$ cat src/rtl/diff_demo_pkg.sv
// Shared configuration and types for the diff_demo datapath blocks.
// Holds PE-matrix/buffer sizing and the write-back arbiter state encoding.
package diff_demo_pkg;

  localparam int CONF_PE_ROW       = 4;
  localparam int CONF_FM_BUF_DEPTH = 512;
  localparam int WB_BYTES_PER_WORD = 9;

  typedef enum logic [1:0] {
    WB_IDLE,
    WB_RUN,
    WB_FLUSH,
    WB_DONE
  } wb_arb_state_e;

endpackage

$ cat src/rtl/rr_arbiter.sv
// N-way round-robin arbiter: one-hot grant searched from the registered pointer,
// pointer advances past the granted requester whenever a grant is issued.
module rr_arbiter #(
  parameter int N_REQ = 4
) (
  input  logic             clk,
  input  logic             rst_n,
  input  logic             en,
  input  logic [N_REQ-1:0] req,
  output logic [N_REQ-1:0] gnt
);

  localparam int PW = (N_REQ > 1) ? $clog2(N_REQ) : 1;

  logic [PW-1:0] ptr;
  logic [PW-1:0] sel;
  logic [PW-1:0] ptr_nxt;
  logic [PW:0]   cand_w;
  logic [PW:0]   nxt_w;
  logic          hit;

  // Scan requesters starting at ptr, wrapping modulo N_REQ; first valid wins.
  always_comb begin
    hit    = 1'b0;
    sel    = '0;
    cand_w = '0;
    for (int k = 0; k < N_REQ; k++) begin
      cand_w = {1'b0, ptr} + (PW+1)'(k);
      if (cand_w >= (PW+1)'(N_REQ)) cand_w = cand_w - (PW+1)'(N_REQ);
      if (!hit && req[cand_w[PW-1:0]]) begin
        hit = 1'b1;
        sel = cand_w[PW-1:0];
      end
    end
  end

  always_comb begin
    nxt_w   = {1'b0, sel} + (PW+1)'(1);
    ptr_nxt = (nxt_w >= (PW+1)'(N_REQ)) ? '0 : nxt_w[PW-1:0];
  end

  assign gnt = (en && hit) ? (N_REQ'(1) << sel) : '0;

  always_ff @(posedge clk) begin
    if (!rst_n) begin
      ptr <= '0;
    end else if (en && hit) begin
      ptr <= ptr_nxt;
    end
  end

endmodule

$ cat src/rtl/diff_wb_arbiter.sv
// Write-back arbiter: round-robin merges PE-row byte streams, packs them LSB-first
// into fm buffer words and writes them from an auto-incrementing address.
module diff_wb_arbiter
  import diff_demo_pkg::*;
#(
  parameter int N_REQ          = CONF_PE_ROW,
  parameter int FM_DEPTH       = CONF_FM_BUF_DEPTH,
  parameter int BYTES_PER_WORD = WB_BYTES_PER_WORD,
  parameter int DATA_W         = 8,
  parameter int AW             = $clog2(FM_DEPTH)
) (
  input  logic                             clk,
  input  logic                             rst_n,
  input  logic                             start,
  input  logic [AW-1:0]                    base_addr,
  input  logic                             flush,
  input  logic [N_REQ-1:0]                 req_valid,
  input  logic [N_REQ-1:0][DATA_W-1:0]     req_data,
  output logic [N_REQ-1:0]                 req_ready,
  output logic                             fm_wr_en,
  output logic [AW-1:0]                    fm_wr_addr,
  output logic [BYTES_PER_WORD*DATA_W-1:0] fm_din,
  output logic                             busy,
  output logic                             done,
  output logic                             wrap_err
);

  localparam int CW = $clog2(BYTES_PER_WORD);

  wb_arb_state_e state, state_nxt;

  logic [AW-1:0]                         addr;
  logic [AW-1:0]                         addr_inc;
  logic                                  addr_wrap;
  logic [CW-1:0]                         cnt;
  logic                                  last_lane;
  logic [BYTES_PER_WORD-1:0][DATA_W-1:0] word_p0;
  logic [BYTES_PER_WORD-1:0][DATA_W-1:0] word_nxt;
  logic [N_REQ-1:0]                      gnt;
  logic                                  xfer;
  logic [DATA_W-1:0]                     acc_byte;

  rr_arbiter #(.N_REQ(N_REQ)) u_rr (
    .clk   (clk),
    .rst_n (rst_n),
    .en    (state == WB_RUN),
    .req   (req_valid),
    .gnt   (gnt)
  );

  assign req_ready = gnt;
  assign xfer      = |gnt;
  assign busy      = (state == WB_RUN) || (state == WB_FLUSH);
  assign done      = (state == WB_DONE);

  // Grant is one-hot, so OR-ing masked lanes selects the accepted byte.
  always_comb begin
    acc_byte = '0;
    for (int i = 0; i < N_REQ; i++) begin
      if (gnt[i]) acc_byte = acc_byte | req_data[i];
    end
  end

  always_comb begin
    word_nxt      = word_p0;
    word_nxt[cnt] = acc_byte;
  end

  assign last_lane = (cnt == CW'(BYTES_PER_WORD - 1));
  assign addr_wrap = (addr == AW'(FM_DEPTH - 1));
  assign addr_inc  = addr_wrap ? '0 : addr + 1'b1;

  always_comb begin
    state_nxt = state;
    case (state)
      WB_IDLE:  if (start) state_nxt = WB_RUN;
      WB_RUN:   if (flush) state_nxt = WB_FLUSH;
      // A partial word is written first; DONE follows once the lane count is clear.
      WB_FLUSH: if (cnt == '0) state_nxt = WB_DONE;
      WB_DONE:  state_nxt = WB_IDLE;
      default:  state_nxt = WB_IDLE;
    endcase
  end

  always_ff @(posedge clk) begin
    if (!rst_n) begin
      state <= WB_IDLE;
    end else begin
      state <= state_nxt;
    end
  end

  // Stage p0: byte lanes accumulate in word_p0; completed words register to fm_din.
  always_ff @(posedge clk) begin
    if (!rst_n) begin
      addr       <= '0;
      cnt        <= '0;
      word_p0    <= '0;
      fm_wr_en   <= 1'b0;
      fm_wr_addr <= '0;
      fm_din     <= '0;
      wrap_err   <= 1'b0;
    end else begin
      fm_wr_en <= 1'b0;
      case (state)
        WB_IDLE: begin
          if (start) begin
            addr     <= base_addr;
            cnt      <= '0;
            word_p0  <= '0;
            wrap_err <= 1'b0;
          end
        end
        WB_RUN: begin
          if (xfer) begin
            if (last_lane) begin
              fm_din     <= word_nxt;
              fm_wr_en   <= 1'b1;
              fm_wr_addr <= addr;
              addr       <= addr_inc;
              wrap_err   <= wrap_err | addr_wrap;
              cnt        <= '0;
              word_p0    <= '0;
            end else begin
              word_p0 <= word_nxt;
              cnt     <= cnt + 1'b1;
            end
          end
        end
        WB_FLUSH: begin
          if (cnt != '0) begin
            fm_din     <= word_p0;
            fm_wr_en   <= 1'b1;
            fm_wr_addr <= addr;
            addr       <= addr_inc;
            wrap_err   <= wrap_err | addr_wrap;
            cnt        <= '0;
            word_p0    <= '0;
          end
        end
        default: ;
      endcase
    end
  end

endmodule

$ cat config.mk
export PLATFORM = sky130hd
export DESIGN_NAME = diff_wb_arbiter
export DESIGN_NICKNAME = d
export VERILOG_FILES = /design/src/rtl/diff_demo_pkg.sv /design/src/rtl/rr_arbiter.sv /design/src/rtl/diff_wb_arbiter.sv
export SDC_FILE = /design/constraint.sdc
export NUM_CORES = 1
export LEC_CHECK = 0
export ABC_CLOCK_PERIOD_IN_PS = 8800
export BUFFER_PORTS_ARGS = -buffer_cell sky130_fd_sc_hd__buf_2
export CAP_MARGIN = 20
export CORE_ASPECT_RATIO = 1.1
export CORE_MARGIN = 8
export CORE_UTILIZATION = 55
export CTS_CLUSTER_DIAMETER = 100
export DETAILED_ROUTE_END_ITERATION = 6
export MAX_ROUTING_LAYER = met4
export PLACE_DENSITY = 0.76
export RECOVER_POWER = 100
export SYNTH_ARGS = -nofsm -noshare
export SYNTH_HDL_FRONTEND = slang
export SYNTH_HIERARCHICAL = 1
export SYNTH_SLANG_ARGS = --single-unit
$ cat constraint.sdc
create_clock -name clk -period 8.8 [get_ports clk]
set_input_delay 1.76 -clock clk [delete_from_list [all_inputs] [get_ports clk]]
set_output_delay 1.76 -clock clk [all_outputs]
set_load 0.01 [all_outputs]
Word-level counts from Yosys, hierarchy flattened
Index checks and enable logic that the tools add are counted.

Shifts and indexed selects: 1. Mux-type cells: 66. Bitwise operators: 4. Equal/unequal tests: 11. Add/subtract/negate cells: 10. Reductions and logical operators: 19. Magnitude comparators: 11.

Operator list (count): $mux 72 (7); $pmux 72 s3 (1); $pmux 72 s2 (1); $bwmux 72 (1); $mux 9 (8); $mux 8 (5); $demux 8 s4 (1); $pmux 9 s3 (1); $mux 2 (12); $or 8x8->8 (3); $mux 4 (5); $pmux 9 s2 (1); $mux 1 (15); $ge 3x3->1 const B (4); $lt 2x3->1 const B (4); $pmux 4 s3 (1); $add 9x1->9 const B (1); $eq 9x9->1 const B (1); $bmux 1 s2 (4); $ne 2x2->1 const B (4); $pmux 2 s4 (1); $reduce_and 4->1 (2); $sub 2x1->2 const B (4); $add 2x1->3 const B (2); other kinds (24) (33).

Bits of input ports: 49. Word-level logic and storage cells: 139. Bits in registers: 172. Output and inout port bits: 89.

Depth between registers and ports, before layout
Depth in word-level cells: 27. Gate-level depth with buffers: 12. Depth with buffers taken out: 9.

Cells and area by module
The synthesis kept the hierarchy.

By module, submodules not included: diff_wb_arbiter (area each 8837.2 µm², seq. area each 3403.3 µm², cells each 1026, times used 1); rr_arbiter (area each 246.5 µm², seq. area each 40.0 µm², cells each 30, times used 1).

Least setup slack after synthesis
OpenSTA, ideal clock, no wires.

Kind: input to output. Start point: in req_valid[0]. End point: out req_ready[0]. Slack: 4.399 ns. Buffers on the path: 0. Data required time: 7.040 ns. Cell stages on the path: 5. Arrival: 2.641 ns. Cell sequence: nor2b_1 nor3_1 o22ai_1 ha_1 and2_1.

Word-level cells in the longest chain between the ends: 14. Elaborated cells between the ends (all ways): 25. Classes of those cells: shift: 1; mux: 17; reduce/logical: 7.

Ends and longest elaborated chain: start: declaration (line diff_wb_arbiter.sv:17) `input logic [N_REQ-1:0] req_valid,`; $bmux 1 s2 (line rr_arbiter.sv:30) `if (!hit && req[cand_w[PW-1:0]]) begin`; $mux 1 (implied by the code) (line rr_arbiter.sv:30); $mux 1 (line rr_arbiter.sv:30); $logic_not 1->1 (line rr_arbiter.sv:30); $logic_and 1x1->1 (line rr_arbiter.sv:30); $mux 1 (line rr_arbiter.sv:30); $logic_not 1->1 (line rr_arbiter.sv:30); $logic_and 1x1->1 (line rr_arbiter.sv:30); $mux 1 (line rr_arbiter.sv:30); $logic_not 1->1 (line rr_arbiter.sv:30); $logic_and 1x1->1 (line rr_arbiter.sv:30); $mux 2 or $mux 1 (tied branches) (line rr_arbiter.sv:30); $shl 1x2->4 or $logic_and 1x1->1 (tied branches) (line rr_arbiter.sv:42) `assign gnt = (en && hit) ? (N_REQ'(1) << sel) : '0;`; $mux 4 * (line rr_arbiter.sv:42); end: declaration (line diff_wb_arbiter.sv:19) `output logic [N_REQ-1:0] req_ready,`.

Mark *: on every way between the ends. The rest lies on a longest branch, timed or not. The select of a mux whose other input is x is not followed.

Worst setup path in the final report
Start point: in req_valid[0]. End point: reg addr[0].

Word-level cells in the longest chain between the ends: 17. Elaborated cells between the ends (all ways): 28. Classes of those cells: eq/ne: 1; shift: 1; mux: 17; reduce/logical: 9.

Ends and longest elaborated chain: $bmux 1 s2 (line rr_arbiter.sv:30); $mux 1 (implied by the code) (line rr_arbiter.sv:30); $mux 1 (line rr_arbiter.sv:30); $logic_not 1->1 (line rr_arbiter.sv:30); $logic_and 1x1->1 (line rr_arbiter.sv:30); $mux 1 (line rr_arbiter.sv:30); $logic_not 1->1 (line rr_arbiter.sv:30); $logic_and 1x1->1 (line rr_arbiter.sv:30); $mux 1 (line rr_arbiter.sv:30); $logic_not 1->1 (line rr_arbiter.sv:30); $logic_and 1x1->1 (line rr_arbiter.sv:30); $mux 2 or $mux 1 (tied branches) (line rr_arbiter.sv:30); $shl 1x2->4 or $logic_and 1x1->1 (tied branches) (line rr_arbiter.sv:42); $mux 4 * (line rr_arbiter.sv:42); $reduce_or 4->1 * (line diff_wb_arbiter.sv:52) `assign xfer = |gnt;`; $ne 2x2->1 (no source line) *; $reduce_and 5->1 (no source line) *; end signal: assignment (line diff_wb_arbiter.sv:108) `addr <= base_addr;`; end signal: assignment (line diff_wb_arbiter.sv:120) `addr <= addr_inc;`; end signal: assignment (line diff_wb_arbiter.sv:135) `addr <= addr_inc;`; end: declaration (line diff_wb_arbiter.sv:32) `logic [AW-1:0] addr;`.

Marked as above. A chain may end at the register's enable or synchronous reset.

==> results.tsv <==
metric	value	unit
cts_tree	built	
post_cts_buffers	0	
worst-path-max-fanout	67	
worst-path-buf-inv	3	
gr-total-overflow	0	
antenna_cells	0	
slowest_stage	clkbuf_1	
p_per_area	260	nW/um^2
worstMarginPinSlew	3700	ps
grt_usage	26.2	%
rsz0062_at_grt	no	
die_area	20900	um^2
finalHoldViolations	0	
fin_area	10200	um^2
hold_buffers	0	
port_buffers	137	
synth-seq-area-share	37.9	%
fp.dieW	139	um
worstPathCellList	clkbuf_1 -> inv_1 -> o221a_2 -> o22a_1 -> ha_1 -> and2_0 -> nor4_1 -> a2111o_2 -> clkbuf_1 -> nor2_2 -> o211a_1	
worst-setup-path-type	in -> reg	
firstDrtPassIters	7	
finalCritPeriodShare	77.0	%
slew_viol_final	250	
syn_area	9080	um^2
critPathLaunchType	primary input	
yosys.area_share.adder	2.07	%
hold_class	reg -> reg	
rows	49	
syn_area_per_cell	8.60	um^2
h-tree-depth	4	
drive_above_1_share	18.2	%
cts_buffers	17	
synth_edf_count	0	
place.gp.congestion	0.899	
clock_sinks	172	
leakagePower	3.56	nW
status	complete, but fails checks	
cp_common_cell	clkbuf_1	
cts_resized	0	
nets	1194	
synthMuxAreaShare	0.331	%
ys_types	63	
period_needed	6770	ps
synth-compound-area-share	28.3	%
syn_nets	1120	
syn_to_final_growth	11.8	%
wl_per_cell	20.7	um
drc	9	
cpLargestDelayFamily	buffers and inverters	
clkLatencyLatePin	430	ps
reg2reg_setup_slack	2800	ps
utilization	62.5	%
dp_hpwl	16.8	mm
vias_per_cell	6.42	
max_stage_delay	2150	ps
synthCells	1056	
ys_warn_count	6	
initial_core_util	55.9	%
yosys_most_used_dff	dfxtp_1	
core	16200	um^2
synth_xor_area_share	0	%
fin_worst_skew	7.77	ps
required	9110	ps
clock_path_buffers	2	
routed_wl	27.8	mm
async_reset_ff_share	0	%
cts.clk_slew.worst_paths	60	ps
antenna_left	0	
fillers	1400	
grt_pass1_wl	43.0	mm
grt_max_degree	101	
grt_pass1_vias	8147	
routed-via-count	8646	
ir_drop	0.219	mV
violations	design-rule violations, max-capacitance violations, max-slew violations	
relSlewSlack	-147	%
ios	138	
post_dp_cell_area	9670	um^2
fin_setup_tns	0	ps
ys_ff_latch	172	
antenna_found_initial	0	
setup_viol	0	
die_y	151	um
synth_top_family_by_area	compound AO/OA/AOI/OAI gates	
drt_iter0_drc	1092	
critPathArrivalTime	7080	ps
drv_cap	3	
cts_root_buf	clkbuf_16	
yosys.area_share.simple	25.1	%
crit_path_end_kind	flop	
fmax	148	MHz
[stage by stage]
stage          std cells  hold WS [ps]  setup slack [ps]  power (mW)
6_report            1347           460              2030        2.64
5_1_grt             1347           480              1810        2.74
3_5_place_dp        1312           454              3660        1.81
3_3_place_gp        1312           447              3730        1.80
4_1_cts             1344           463              3710        2.64
2_1_floorplan       1056           445              4400        1.56
[worst min-delay path: cells and delay by family, from the launching register on]
| family | cells | cell delay (ps) |
|---|---|---|
| simple gates | 1 | 60 |
| flops | 1 | 310 |
| compound gates | 1 | 50 |
[report_power, final]
group	switching [mW]	total, mW	internal (mW)
sequential	0.0307	0.840	0.810
combinational	0.719	0.972	0.253
clock	0.312	0.832	0.520
[worst paths after layout]
path | from | to | depth (start not counted)
worst min register to register | fm_din[51] | fm_din[51] | 2
worst max-delay path | req_valid[0] | addr[0] | 11
worst max register to register | state[1] | addr[0] | 9
worst min-delay path | fm_din[51] | fm_din[51] | 2
[registers in the layout, indices dropped and copies added, names as in the netlist]
signal	flops
cnt	4
word_p0	72
fm_din	72
u_rr/ptr	2
state	2
fm_wr_en	1
addr	9
fm_wr_addr	9
wrap_err	1
[cells by family after synthesis]
kind of cell               Yosys count
adders and majority gates           15
DFF                                172
AOI/OAI and AO/OA                  351
buffers and inverters              118
muxes                                3
and+or+nand+nor                    397
[final cells by class]
cell class / count / area [um^2] / share of cell area (%)
tap: 204 / 255 / 2.51
multi-input combinational: 766 / 5020 / 49.4
clock inverter: 10 / 188 / 1.85
sequential: 172 / 3440 / 33.9
timing repair buffer: 161 / 747 / 7.35
inverter: 12 / 45.0 / 0.443
clock buffer: 22 / 464 / 4.57
[cell usage after synthesis, types with 8 or more instances]
cell type	count	area share, %
o211ai_2	10	1.4
nor2b_1	9	0.62
ha_1	15	2.1
dfxtp_1	172	38
nand2_1	16	0.66
a21oi_1	90	5.0
a21boi_0	46	3.8
or2_2	72	5.0
nand3_1	169	9.3
buf_2	28	1.5
o21a_1	57	4.7
a21boi_1	10	0.83
o211ai_1	62	5.1
nor3_1	51	2.8
and2_1	13	0.90
inv_1	12	0.50
and3_1	10	0.69
o21ai_0	15	0.83
buf_6	10	1.2
nor2_1	9	0.37
a22oi_1	9	0.74
a22oi_2	8	1.1
clkbuf_1	59	2.4
[layer usage]
metal / track usage (%) / wire, um / vias to the layer above
met3: 4.83 / 2260 / 83
met2: 43.7 / 13500 / 390
met1: 29.9 / 11000 / 4110
met4: 13.5 / 1070 / 0
li1: - / - / 4063
met5: - / 0 / -
[layout by cell type (no fill, tap or decap), types with 8 or more instances in the layout]
cell type  count
a21boi_0      46
nor2b_1        9
or2_2         72
buf_2         50
a22oi_2        8
and3_1        10
nor3_1        51
o32ai_1        8
o21a_1        56
o211ai_2      10
o21ai_0       15
clkbuf_16     17
inv_1         12
dfxtp_1      172
nand2_1       16
and2_1        11
buf_4         19
nor4_1         8
nand3_1      169
ha_1          15
clkbuf_1      92
a21boi_1      10
o211ai_1      62
a21oi_1       90
a22oi_1        9
nor2_1         9
No activity file was read; power rests on OpenSTA's default activity.
